### src/rtl/keypad_pkg.sv
// Shared definitions for the 4x4 keypad emulator: FSM encoding, matrix size
// and the key-index field layout {row_idx, col_idx}.
package keypad_pkg;

  localparam int KEY_ROWS = 4;
  localparam int KEY_COLS = 4;

  localparam int KEY_ROW_HI = 3;
  localparam int KEY_ROW_LO = 2;
  localparam int KEY_COL_HI = 1;
  localparam int KEY_COL_LO = 0;

  typedef enum logic [2:0] {
    KS_IDLE      = 3'd0,
    KS_PRESS_BNC = 3'd1,
    KS_HOLD      = 3'd2,
    KS_REL_BNC   = 3'd3,
    KS_GAP       = 3'd4
  } keypad_state_e;

  function automatic logic [1:0] key_row(input logic [3:0] key);
    return key[KEY_ROW_HI:KEY_ROW_LO];
  endfunction

  function automatic logic [1:0] key_col(input logic [3:0] key);
    return key[KEY_COL_HI:KEY_COL_LO];
  endfunction

endpackage

### src/rtl/keypad_bounce_timer.sv
// Bounce pacing: a step counter that wraps every STEP cycles and a toggle
// counter that ends the phase after TOGGLES wraps. Shared by both bounce phases.
module keypad_bounce_timer
  import keypad_pkg::*;
#(
  parameter logic [15:0] STEP    = 16'd50,
  parameter logic [7:0]  TOGGLES = 8'd4
) (
  input  logic clk,
  input  logic rst,
  input  logic i_start,
  input  logic i_clear,
  output logic o_toggle,
  output logic o_finished
);

  logic        r_active;
  logic [15:0] r_step;
  logic [7:0]  r_tog;
  logic        w_step_end;
  logic        w_last_tog;

  assign w_step_end = (r_step == STEP - 16'd1);
  assign w_last_tog = (r_tog == TOGGLES - 8'd1);
  assign o_toggle   = r_active && w_step_end;
  assign o_finished = o_toggle && w_last_tog;

  always_ff @(posedge clk or posedge rst) begin
    if (rst) begin
      r_active <= 1'b0;
      r_step   <= '0;
      r_tog    <= '0;
    end else if (i_clear) begin
      r_active <= 1'b0;
      r_step   <= '0;
      r_tog    <= '0;
    end else if (i_start) begin
      r_active <= 1'b1;
      r_step   <= '0;
      r_tog    <= '0;
    end else if (r_active) begin
      if (w_step_end) begin
        r_step <= '0;
        r_tog  <= r_tog + 8'd1;
        // The final wrap stops the timer; the owner moves on in the same edge.
        if (w_last_tog) r_active <= 1'b0;
      end else begin
        r_step <= r_step + 16'd1;
      end
    end
  end

endmodule

### src/rtl/keypad_emu.sv
// 4x4 matrix-keypad emulator: accepts timed press requests, closes the chosen
// contact with programmable bounce and answers the scanner's active-low rows.
module keypad_emu
  import keypad_pkg::*;
#(
  parameter logic [15:0] BOUNCE_STEP    = 16'd50,
  parameter logic [7:0]  BOUNCE_TOGGLES = 8'd4,
  parameter logic [23:0] GAP_CYCLES     = 24'd100
) (
  input  logic                clk,
  input  logic                rst,
  input  logic                press_valid,
  output logic                press_ready,
  input  logic [3:0]          press_key,
  input  logic [23:0]         press_hold,
  input  logic [KEY_ROWS-1:0] row,
  output logic [KEY_COLS-1:0] col,
  output logic                contact,
  output logic                busy,
  output logic                done
);

  localparam logic [2:0] ST_IDLE      = KS_IDLE;
  localparam logic [2:0] ST_PRESS_BNC = KS_PRESS_BNC;
  localparam logic [2:0] ST_HOLD      = KS_HOLD;
  localparam logic [2:0] ST_REL_BNC   = KS_REL_BNC;
  localparam logic [2:0] ST_GAP       = KS_GAP;
  localparam logic       HAS_BOUNCE   = (BOUNCE_TOGGLES != 8'd0);

  logic [2:0]          r_state;
  logic [2:0]          w_state_next;
  logic                r_contact;
  logic                w_contact_next;
  logic                r_done;
  logic                w_done_next;
  logic [3:0]          r_key;
  logic [23:0]         r_hold;
  logic [23:0]         r_time;
  logic [KEY_COLS-1:0] r_col;
  logic [KEY_COLS-1:0] w_col_next;
  logic                w_accept;
  logic [23:0]         w_hold_len;
  logic                w_hold_end;
  logic                w_gap_end;
  logic                w_bnc_start;
  logic                w_bnc_tog;
  logic                w_bnc_fin;
  logic                w_row_hit;

  assign press_ready = (r_state == ST_IDLE);
  assign busy        = (r_state != ST_IDLE);
  assign contact     = r_contact;
  assign col         = r_col;
  assign done        = r_done;

  assign w_accept   = press_valid && (r_state == ST_IDLE);
  assign w_hold_len = (press_hold == 24'd0) ? 24'd1 : press_hold;
  assign w_hold_end = (r_time == r_hold - 24'd1);
  assign w_gap_end  = (r_time == GAP_CYCLES - 24'd1);

  keypad_bounce_timer #(
    .STEP    (BOUNCE_STEP),
    .TOGGLES (BOUNCE_TOGGLES)
  ) u_bounce (
    .clk        (clk),
    .rst        (rst),
    .i_start    (w_bnc_start),
    .i_clear    (w_bnc_fin),
    .o_toggle   (w_bnc_tog),
    .o_finished (w_bnc_fin)
  );

  always_comb begin
    w_state_next   = r_state;
    w_contact_next = r_contact;
    w_done_next    = 1'b0;
    w_bnc_start    = 1'b0;
    case (r_state)
      ST_IDLE: begin
        if (w_accept) begin
          w_contact_next = 1'b1;
          w_bnc_start    = HAS_BOUNCE;
          w_state_next   = HAS_BOUNCE ? ST_PRESS_BNC : ST_HOLD;
        end
      end
      ST_PRESS_BNC: begin
        if (w_bnc_tog) w_contact_next = ~r_contact;
        if (w_bnc_fin) w_state_next = ST_HOLD;
      end
      ST_HOLD: begin
        if (w_hold_end) begin
          w_contact_next = 1'b0;
          w_bnc_start    = HAS_BOUNCE;
          w_state_next   = HAS_BOUNCE ? ST_REL_BNC : ST_GAP;
        end
      end
      ST_REL_BNC: begin
        if (w_bnc_tog) w_contact_next = ~r_contact;
        if (w_bnc_fin) w_state_next = ST_GAP;
      end
      ST_GAP: begin
        if (w_gap_end) begin
          w_state_next = ST_IDLE;
          w_done_next  = 1'b1;
        end
      end
      default: begin
        w_state_next   = ST_IDLE;
        w_contact_next = 1'b0;
      end
    endcase
  end

  always_ff @(posedge clk or posedge rst) begin
    if (rst) begin
      r_state   <= ST_IDLE;
      r_contact <= 1'b0;
      r_done    <= 1'b0;
    end else begin
      r_state   <= w_state_next;
      r_contact <= w_contact_next;
      r_done    <= w_done_next;
    end
  end

  always_ff @(posedge clk or posedge rst) begin
    if (rst) begin
      r_key  <= '0;
      r_hold <= 24'd1;
    end else if (w_accept) begin
      r_key  <= press_key;
      r_hold <= w_hold_len;
    end
  end

  // Phase timer restarts on every state change so each phase counts from zero.
  always_ff @(posedge clk or posedge rst) begin
    if (rst) begin
      r_time <= '0;
    end else if (w_state_next != r_state) begin
      r_time <= '0;
    end else if (r_state == ST_HOLD || r_state == ST_GAP) begin
      r_time <= r_time + 24'd1;
    end
  end

  // Only the selected row matters, so several low rows still let the key answer.
  assign w_row_hit = r_contact && !row[key_row(r_key)];

  generate
    for (genvar gi = 0; gi < KEY_COLS; gi++) begin : g_col
      assign w_col_next[gi] = ~(w_row_hit && (key_col(r_key) == 2'(gi)));
    end
  endgenerate

  always_ff @(posedge clk or posedge rst) begin
    if (rst) begin
      r_col <= '1;
    end else begin
      r_col <= w_col_next;
    end
  end

endmodule
### config.mk
export PLATFORM = sky130hd
export DESIGN_NAME = keypad_emu
export DESIGN_NICKNAME = d
export VERILOG_FILES = /design/src/rtl/keypad_pkg.sv /design/src/rtl/keypad_bounce_timer.sv /design/src/rtl/keypad_emu.sv
export SDC_FILE = /design/constraint.sdc
export NUM_CORES = 1
export LEC_CHECK = 0
export BUFFER_PORTS_ARGS = -buffer_cell sky130_fd_sc_hd__buf_2
export CORE_MARGIN = 3
export CORE_UTILIZATION = 55
export CTS_CLUSTER_DIAMETER = 120
export CTS_CLUSTER_SIZE = 25
export DETAILED_ROUTE_END_ITERATION = 8
export PLACE_DENSITY = 0.8
export SLEW_MARGIN = 20
export SYNTH_ARGS = -nofsm -noshare
export SYNTH_HDL_FRONTEND = slang
export SYNTH_SLANG_ARGS = --single-unit
export TNS_END_PERCENT = 30
### constraint.sdc
create_clock -name clk -period 4.4 [get_ports clk]
set_input_delay 0.44 -clock clk [delete_from_list [all_inputs] [get_ports clk]]
set_output_delay 0.44 -clock clk [all_outputs]
set_load 0.02 [all_outputs]
# --- Word level (Yosys, flattened, before mapping) ---
# Index checks and enable logic that the tools add are counted.
# Widths: inputs -> output; s select.
totals:
  input_bits: 35
  out_inout_bits: 8
  regBits: 86
  word_cells: 89
classes:
  reduce_logical: 20
  add_sub_neg: 4
  n_mux: 33
  n_lt_le_gt_ge: 1
  bitwise_logic: 6
  eq_ne: 15
op_table:
  columns: ["op", "n"]
  rows:
  - ["$mux 24", 3]
  - ["$mux 16", 4]
  - ["$mux 8", 4]
  - ["$add 24x1->24 const B", 1]
  - ["$eq 24x24->1", 1]
  - ["$eq 24x7->1 const B", 1]
  - ["$logic_not 24->1", 1]
  - ["$sub 24x1->24 const B", 1]
  - ["$add 16x1->16 const B", 1]
  - ["$eq 16x6->1 const B", 1]
  - ["$mux 3", 5]
  - ["$pmux 3 s5", 1]
  - ["$mux 1", 13]
  - ["$reduce_bool 3->1", 3]
  - ["$add 8x1->8 const B", 1]
  - ["$eq 8x2->1 const B", 1]
  - ["$logic_and 1x1->1", 8]
  - ["$eq 3x2->1 const B", 2]
  - ["$not 1->1", 6]
  - ["$eq 2x2->1 const B", 2]
  - ["$ne 2x1->1 const B", 2]
  - ["$pmux 1 s4", 1]
  - ["$reduce_and 4->1", 1]
  - ["$eq 3x1->1 const B", 1]
  - ["14 further kinds", 14]

# --- Longest topological paths before layout ---
depth:
  word_depth: 7
  mapped_depth: 12
  mapped_depth_nobuf: 9

# --- Cells and area by module ---
# A second synthesis with hierarchy kept.
hier_totals:
  hier_cells: 640
  hier_area_um2: 5323.9
by_module_without_submodules:
  columns: ["mod", "cells_each", "area_per_inst_um2", "seq_area_each_um2", "instances"]
  rows:
  - ["keypad_emu", 474, 3866.2, 1532.7, 1]
  - ["keypad_bounce_timer", 166, 1457.6, 625.6, 1]

# --- Worst setup path before layout ---
# OpenSTA, ideal clock, no wires.
synth_timing:
  kind: "flip-flop to flip-flop"
  from: "register r_hold[1]"
  to: "register u_bounce.r_step[1]"
  t_arrival_ps: 2967
  period_less_slack_ps: 3109
  t_required_ps: 4259
  path_stages_with_launch: 12
  path_slack_ps: 1291
  setup_time_ps: 141
  n_path_buf: 2
  cell_sequence: "dfrtp_1 -> inv_1 -> ha_1 -> or3b_1 -> buf_2 -> nor4_1 -> xnor2_1 -> a21oi_1 -> or4_4 -> nor3_4 -> buf_8 -> nor3_2"
synth_via:
  elab_chain_cells: 6
  word_cells_on_any_way: 7
  cone_classes: "add/sub: 1; eq/ne: 1; mux: 4; reduce/logical: 1"
synth_rtl:
  columns: ["element", "line_no", "rtl"]
  rows:
  - ["start: declaration", "keypad_emu.sv:37", "logic [23:0] r_hold;"]
  - ["start signal: assignment", "keypad_emu.sv:132", "r_hold <= w_hold_len;"]
  - ["$sub 24x1->24 (*)", "keypad_emu.sv:58", "assign w_hold_end = (r_time == r_hold - 24'd1);"]
  - ["$eq 24x24->1 (*)", "keypad_emu.sv:58", null]
  - ["$mux 1 (*)", "keypad_emu.sv:91", "if (w_hold_end) begin"]
  - ["$pmux 1 s2 (*)", "keypad_emu.sv:78", "case (r_state)"]
  - ["$mux 16", "keypad_bounce_timer.sv:37", "end else if (i_start) begin"]
  - ["$mux 16", "keypad_bounce_timer.sv:33", "end else if (i_clear) begin"]
  - ["end signal: assignment", "keypad_bounce_timer.sv:48", "r_step <= r_step + 16'd1;"]
  - ["end: declaration", "keypad_bounce_timer.sv:18", "logic [15:0] r_step;"]
# Mark *: on every way between the ends. The rest lies on a longest branch, timed or not.
# A chain may end at the register's enable or synchronous reset.

# --- Worst setup path after layout ---
layout_timing:
  from: "register r_hold[1]"
  to: "register r_time[15]"
layout_via:
  elab_chain_cells: 6
  word_cells_on_any_way: 7
  cone_classes: "add/sub: 1; eq/ne: 2; mux: 3; reduce/logical: 1"
layout_rtl:
  columns: ["element", "line_no", "rtl"]
  rows:
  - ["$sub 24x1->24 (*)", "keypad_emu.sv:58", null]
  - ["$eq 24x24->1 (*)", "keypad_emu.sv:58", null]
  - ["$mux 3 (*)", "keypad_emu.sv:91", null]
  - ["$pmux 3 s5 (*)", "keypad_emu.sv:78", null]
  - ["$ne 3x3->1 (*)", "keypad_emu.sv:140", "end else if (w_state_next != r_state) begin"]
  - ["$mux 24 / $reduce_bool 2->1 (equally long branches)", null, null]
  - ["end signal: assignment", "keypad_emu.sv:143", "r_time <= r_time + 24'd1;"]
  - ["end: declaration", "keypad_emu.sv:38", "logic [23:0] r_time;"]
# Marked as above.

==> metrics.csv <==
stage;metric;value;unit
global_route;pin count of the biggest net entering global routing;59;
final_layout;final instance area;0.00592;mm2
timing;final worst slack;0.844;ns
logic_synthesis;Seq/Total Area, Yosys;39.6;%
logic_synthesis;Post-Syn Instances;652;
timing;Period minus WS final;3.56;ns
final_layout;share of cells above drive strength 1;14.0;%
final_layout;commonest non-fill, non-tap cell in the layout;nand2_1;
logic_synthesis;Synth Cell Area;0.00545;mm2
final_layout;P&R area growth vs syn;8.73;%
power;sequential share of power;46.1;%
logic_synthesis;Synth Flop Type;dfrtp_1;
timing;Slew HR;45.8;%
setup_path;Reg-to-Reg End;r_time[15];
power;Peak VDD IR;0.238;mV
logic_synthesis;syn_area_per_cell;8.36;um2
setup_path;reg2reg setup slack;0.84;ns
logic_synthesis;Syn. warnings;0;
setup_path;Setup Crit Path Kind;reg2reg;
cts;CTS HTree Levels;3;
logic_synthesis;Async SR Flop Fraction;100;%
setup_path;CP startpoint kind;register;
cts;CTS Hold Bufs;0;
timing;crit share post-route;80.8;%
floorplanning;total core area;0.00942;mm2
floorplanning;# IOs;43;
power;Psw;0.000969;W
cts;CTS Buffer Depth;2;
place;placed cells;791;
route;Avg Vias per Cell;6.02;
place;HPWL after DPL;9.26;mm
floorplanning;die span in y;106;um
logic_synthesis;syn_nets;692;
cts;Post-CTS Setup Inserts;0;
floorplanning;die width;106;um
cts;clock slew at the register clock pins of the worst setup and hold paths;0.10;ns
power;Leak;2.62;nW
setup_path;worst-case reg-to-reg path depth;9;
route;1st-iter DRT viols;406;
place;RePlAce Congestion;0.878;
power;PD cells;430;mW/mm2
status;status;completed;
final_layout;fin nets;714;
timing;skew final;0.0139;ns
timing;RSZ-0062 raised after global routing;false;
final_layout;Inserted Diodes;0;
power;clock share of power;23.1;%
cts;Root Buffer;clkbuf_8;
power;Sw Share;38.1;%
logic_synthesis;post-synth cell types;64;
final_layout;Final Core Density;62.9;%
route;vias;4868;
timing;Final TNS setup;0;ns
timing;worst-margin pin slew;0.806;ns
timing;Final Max Slew Viols;0;
power;Logic pwr share;30.8;%
flow_run;max cap viols;0;
global_route;GR Util All Layers;24.2;%
timing;Final Hold Viols;0;
setup_path;RR Startpoint;r_hold[1];
route;DRT Pass-1 Iters;5;
final_layout;Filler Cells Inserted;814;
setup_path;Critical Path Max Stage Delay;0.66;ns
place;pre-CTS setup slack;0.889;ns
place;IO buf count;42;
power;Power Internal;0.00158;W
setup_path;critical path endpoint category;register;
setup_path;worst endpoint required time;4.63;ns
setup_path;CP cell instances;inv_1 > ha_1 > or3b_1 > nor4_1 > xnor2_1 > a21oi_1 > or4_4 > nor2_4 > o21ai_0;
route;drc violations;0;
logic_synthesis;Synth Register Bits;86;
cts;Sink Count;86;
floorplanning;Die ar.;0.0111;mm2
timing;fmax;281;MHz
global_route;initial antenna violation count;0;
cts;CTS tree;yes;
setup_path;CP max FO;26;
setup_path;slowest CP cell;nor4_1;
cts;worst skew pair latency;0.37;ns
final_layout;most frequent cells in the layout;111 x nand2_1, 81 x dfrtp_1, 57 x nor3_1;
final_layout;fin cells;808;
place;post-placement cell area;0.00570;mm2
worst_hold_path;hold crit path type;in2async;
cts;TritonCTS Buffers;9;
cts;CTS resizes;0;
global_route;first-pass GRT wire length;22.2;mm
setup_path;critical path arrival;3.78;ns
route;WL/cell;16.3;um
timing;Setup violations, final;0;
floorplanning;FP Rows;35;
logic_synthesis;Post-synth EDFFs;0;
route;aggregate routed wire length;13.1;mm
floorplanning;Starting Density;57.9;%
global_route;grt ovf;0;
global_route;number of global-route vias before repair;4652;
route;number of routed nets with antenna violations;0;
-- flip-flops by register name (all words and copies together) (netlist names) --
| signal | cells |
|---|---|
| col | 4 |
| contact | 1 |
| done | 1 |
| r_hold | 24 |
| r_key | 4 |
| r_state | 3 |
| r_time | 24 |
| u_bounce.r_active | 1 |
| u_bounce.r_step | 16 |
| u_bounce.r_tog | 8 |
-- critical path, delay by kind of cell, from the launching register on --
kind | cells | cell delay, ns
AND/OR/NAND/NOR | 4 | 2.23
flip-flops | 1 | 0.41
AO/OA/AOI/OAI | 2 | 0.28
adder cells (fa/ha/maj) | 1 | 0.20
XOR/XNOR | 1 | 0.19
buffers and inverters | 1 | 0.10
-- cell families (layout without fill, tap and decap cells) --
logic type / after synthesis / after routing / synth area share (%)
DFF: 86 / 86 / 39.6
muxes: 4 / 4 / 0.965
buffers and inverters: 58 / 85 / 4.62
and+or+nand+nor: 327 / 327 / 31.2
xor gates and xnor gates: 63 / 63 / 10.1
adders and majority gates: 5 / 5 / 1.15
AOI/OAI and AO/OA: 109 / 109 / 12.3
-- cells in the mapped netlist (3+ instances only) --
master / instances / area [um2]
nand3_1: 15 / 75.1
buf_1: 4 / 15.0
dfrtp_1: 81 / 2030
and2_1: 3 / 18.8
or4_1: 5 / 37.5
a32oi_1: 3 / 26.3
a21oi_1: 25 / 125
clkbuf_1: 27 / 101
nand4_1: 16 / 100
nor2b_1: 4 / 25.0
mux2i_1: 3 / 30.0
nand2b_1: 4 / 25.0
nor4_1: 21 / 131
o21ai_1: 3 / 15.0
buf_2: 6 / 30.0
o31ai_1: 15 / 113
nor3_1: 57 / 285
xnor2_1: 33 / 289
ha_1: 5 / 62.6
nor3b_1: 4 / 30.0
or3_1: 6 / 37.5
dfstp_2: 5 / 131
inv_1: 18 / 67.6
xor2_1: 30 / 263
nor2_1: 38 / 143
and3_1: 10 / 62.6
o21ai_0: 38 / 190
nor3_2: 10 / 100
nand2_1: 111 / 417
and4_1: 9 / 78.8
o22ai_1: 3 / 18.8
a22oi_1: 5 / 37.5
-- power groups by stage --
| stage | sequential, W | combinational, W | clock [W] |
|---|---|---|---|
| finish | 0.00117 | 0.000784 | 0.000589 |
| global route | 0.00120 | 0.000884 | 0.000627 |
| CTS | 0.00117 | 0.000778 | 0.000596 |
| detailed placement | 0.00118 | 0.000774 | 0 |
| global placement | 0.00117 | 0.000737 | 0 |
| floorplan | 0.00110 | 0.000649 | 0 |
-- per-layer routing --
| metal | wire length [um] | share of wire, % | GRT usage (%) | vias to the layer above |
|---|---|---|---|---|
| li1 | - | - | - | 2357 |
| met1 | 5820 | 44 | 32.0 | 2388 |
| met2 | 6630 | 50 | 40.7 | 100 |
| met3 | 443 | 3.4 | 3.12 | 23 |
| met4 | 246 | 1.9 | 8.70 | 0 |
| met5 | 0 | 0 | 0 | - |
-- through the flow --
| step | hold WS (ns) | total power [W] |
|---|---|---|
| floorplan | 0.420 | 0.00175 |
| global placement | 0.443 | 0.00191 |
| detailed placement | 0.450 | 0.00196 |
| CTS | 0.236 | 0.00254 |
| global route | 0.144 | 0.00271 |
| finish | 0.102 | 0.00255 |
-- area by class of cell --
type                            instances  area (um2)  area share, %
Timing Repair Buffer                   51         290           4.90
Tap cell                              129         161           2.72
Inverter                               18        68.8           1.16
Sequential cell                        86        2160           36.4
Clock buffer                           10         138           2.32
Clock inverter                          6        67.6           1.14
Multi-Input combinational cell        508        3040           51.3
-- worst max path at each step --
stage / from / to / slack (ns)
global route: r_hold[1] / r_time[12] / 0.58
global placement: r_hold[1] / r_time[22] / 1.04
detailed placement: r_hold[1] / r_time[17] / 0.89
floorplan: r_hold[1] / u_bounce.r_step[1] / 1.29
CTS: r_hold[1] / r_time[17] / 0.87
finish: r_hold[1] / r_time[15] / 0.84
No activity file was read; power rests on OpenSTA's default activity.
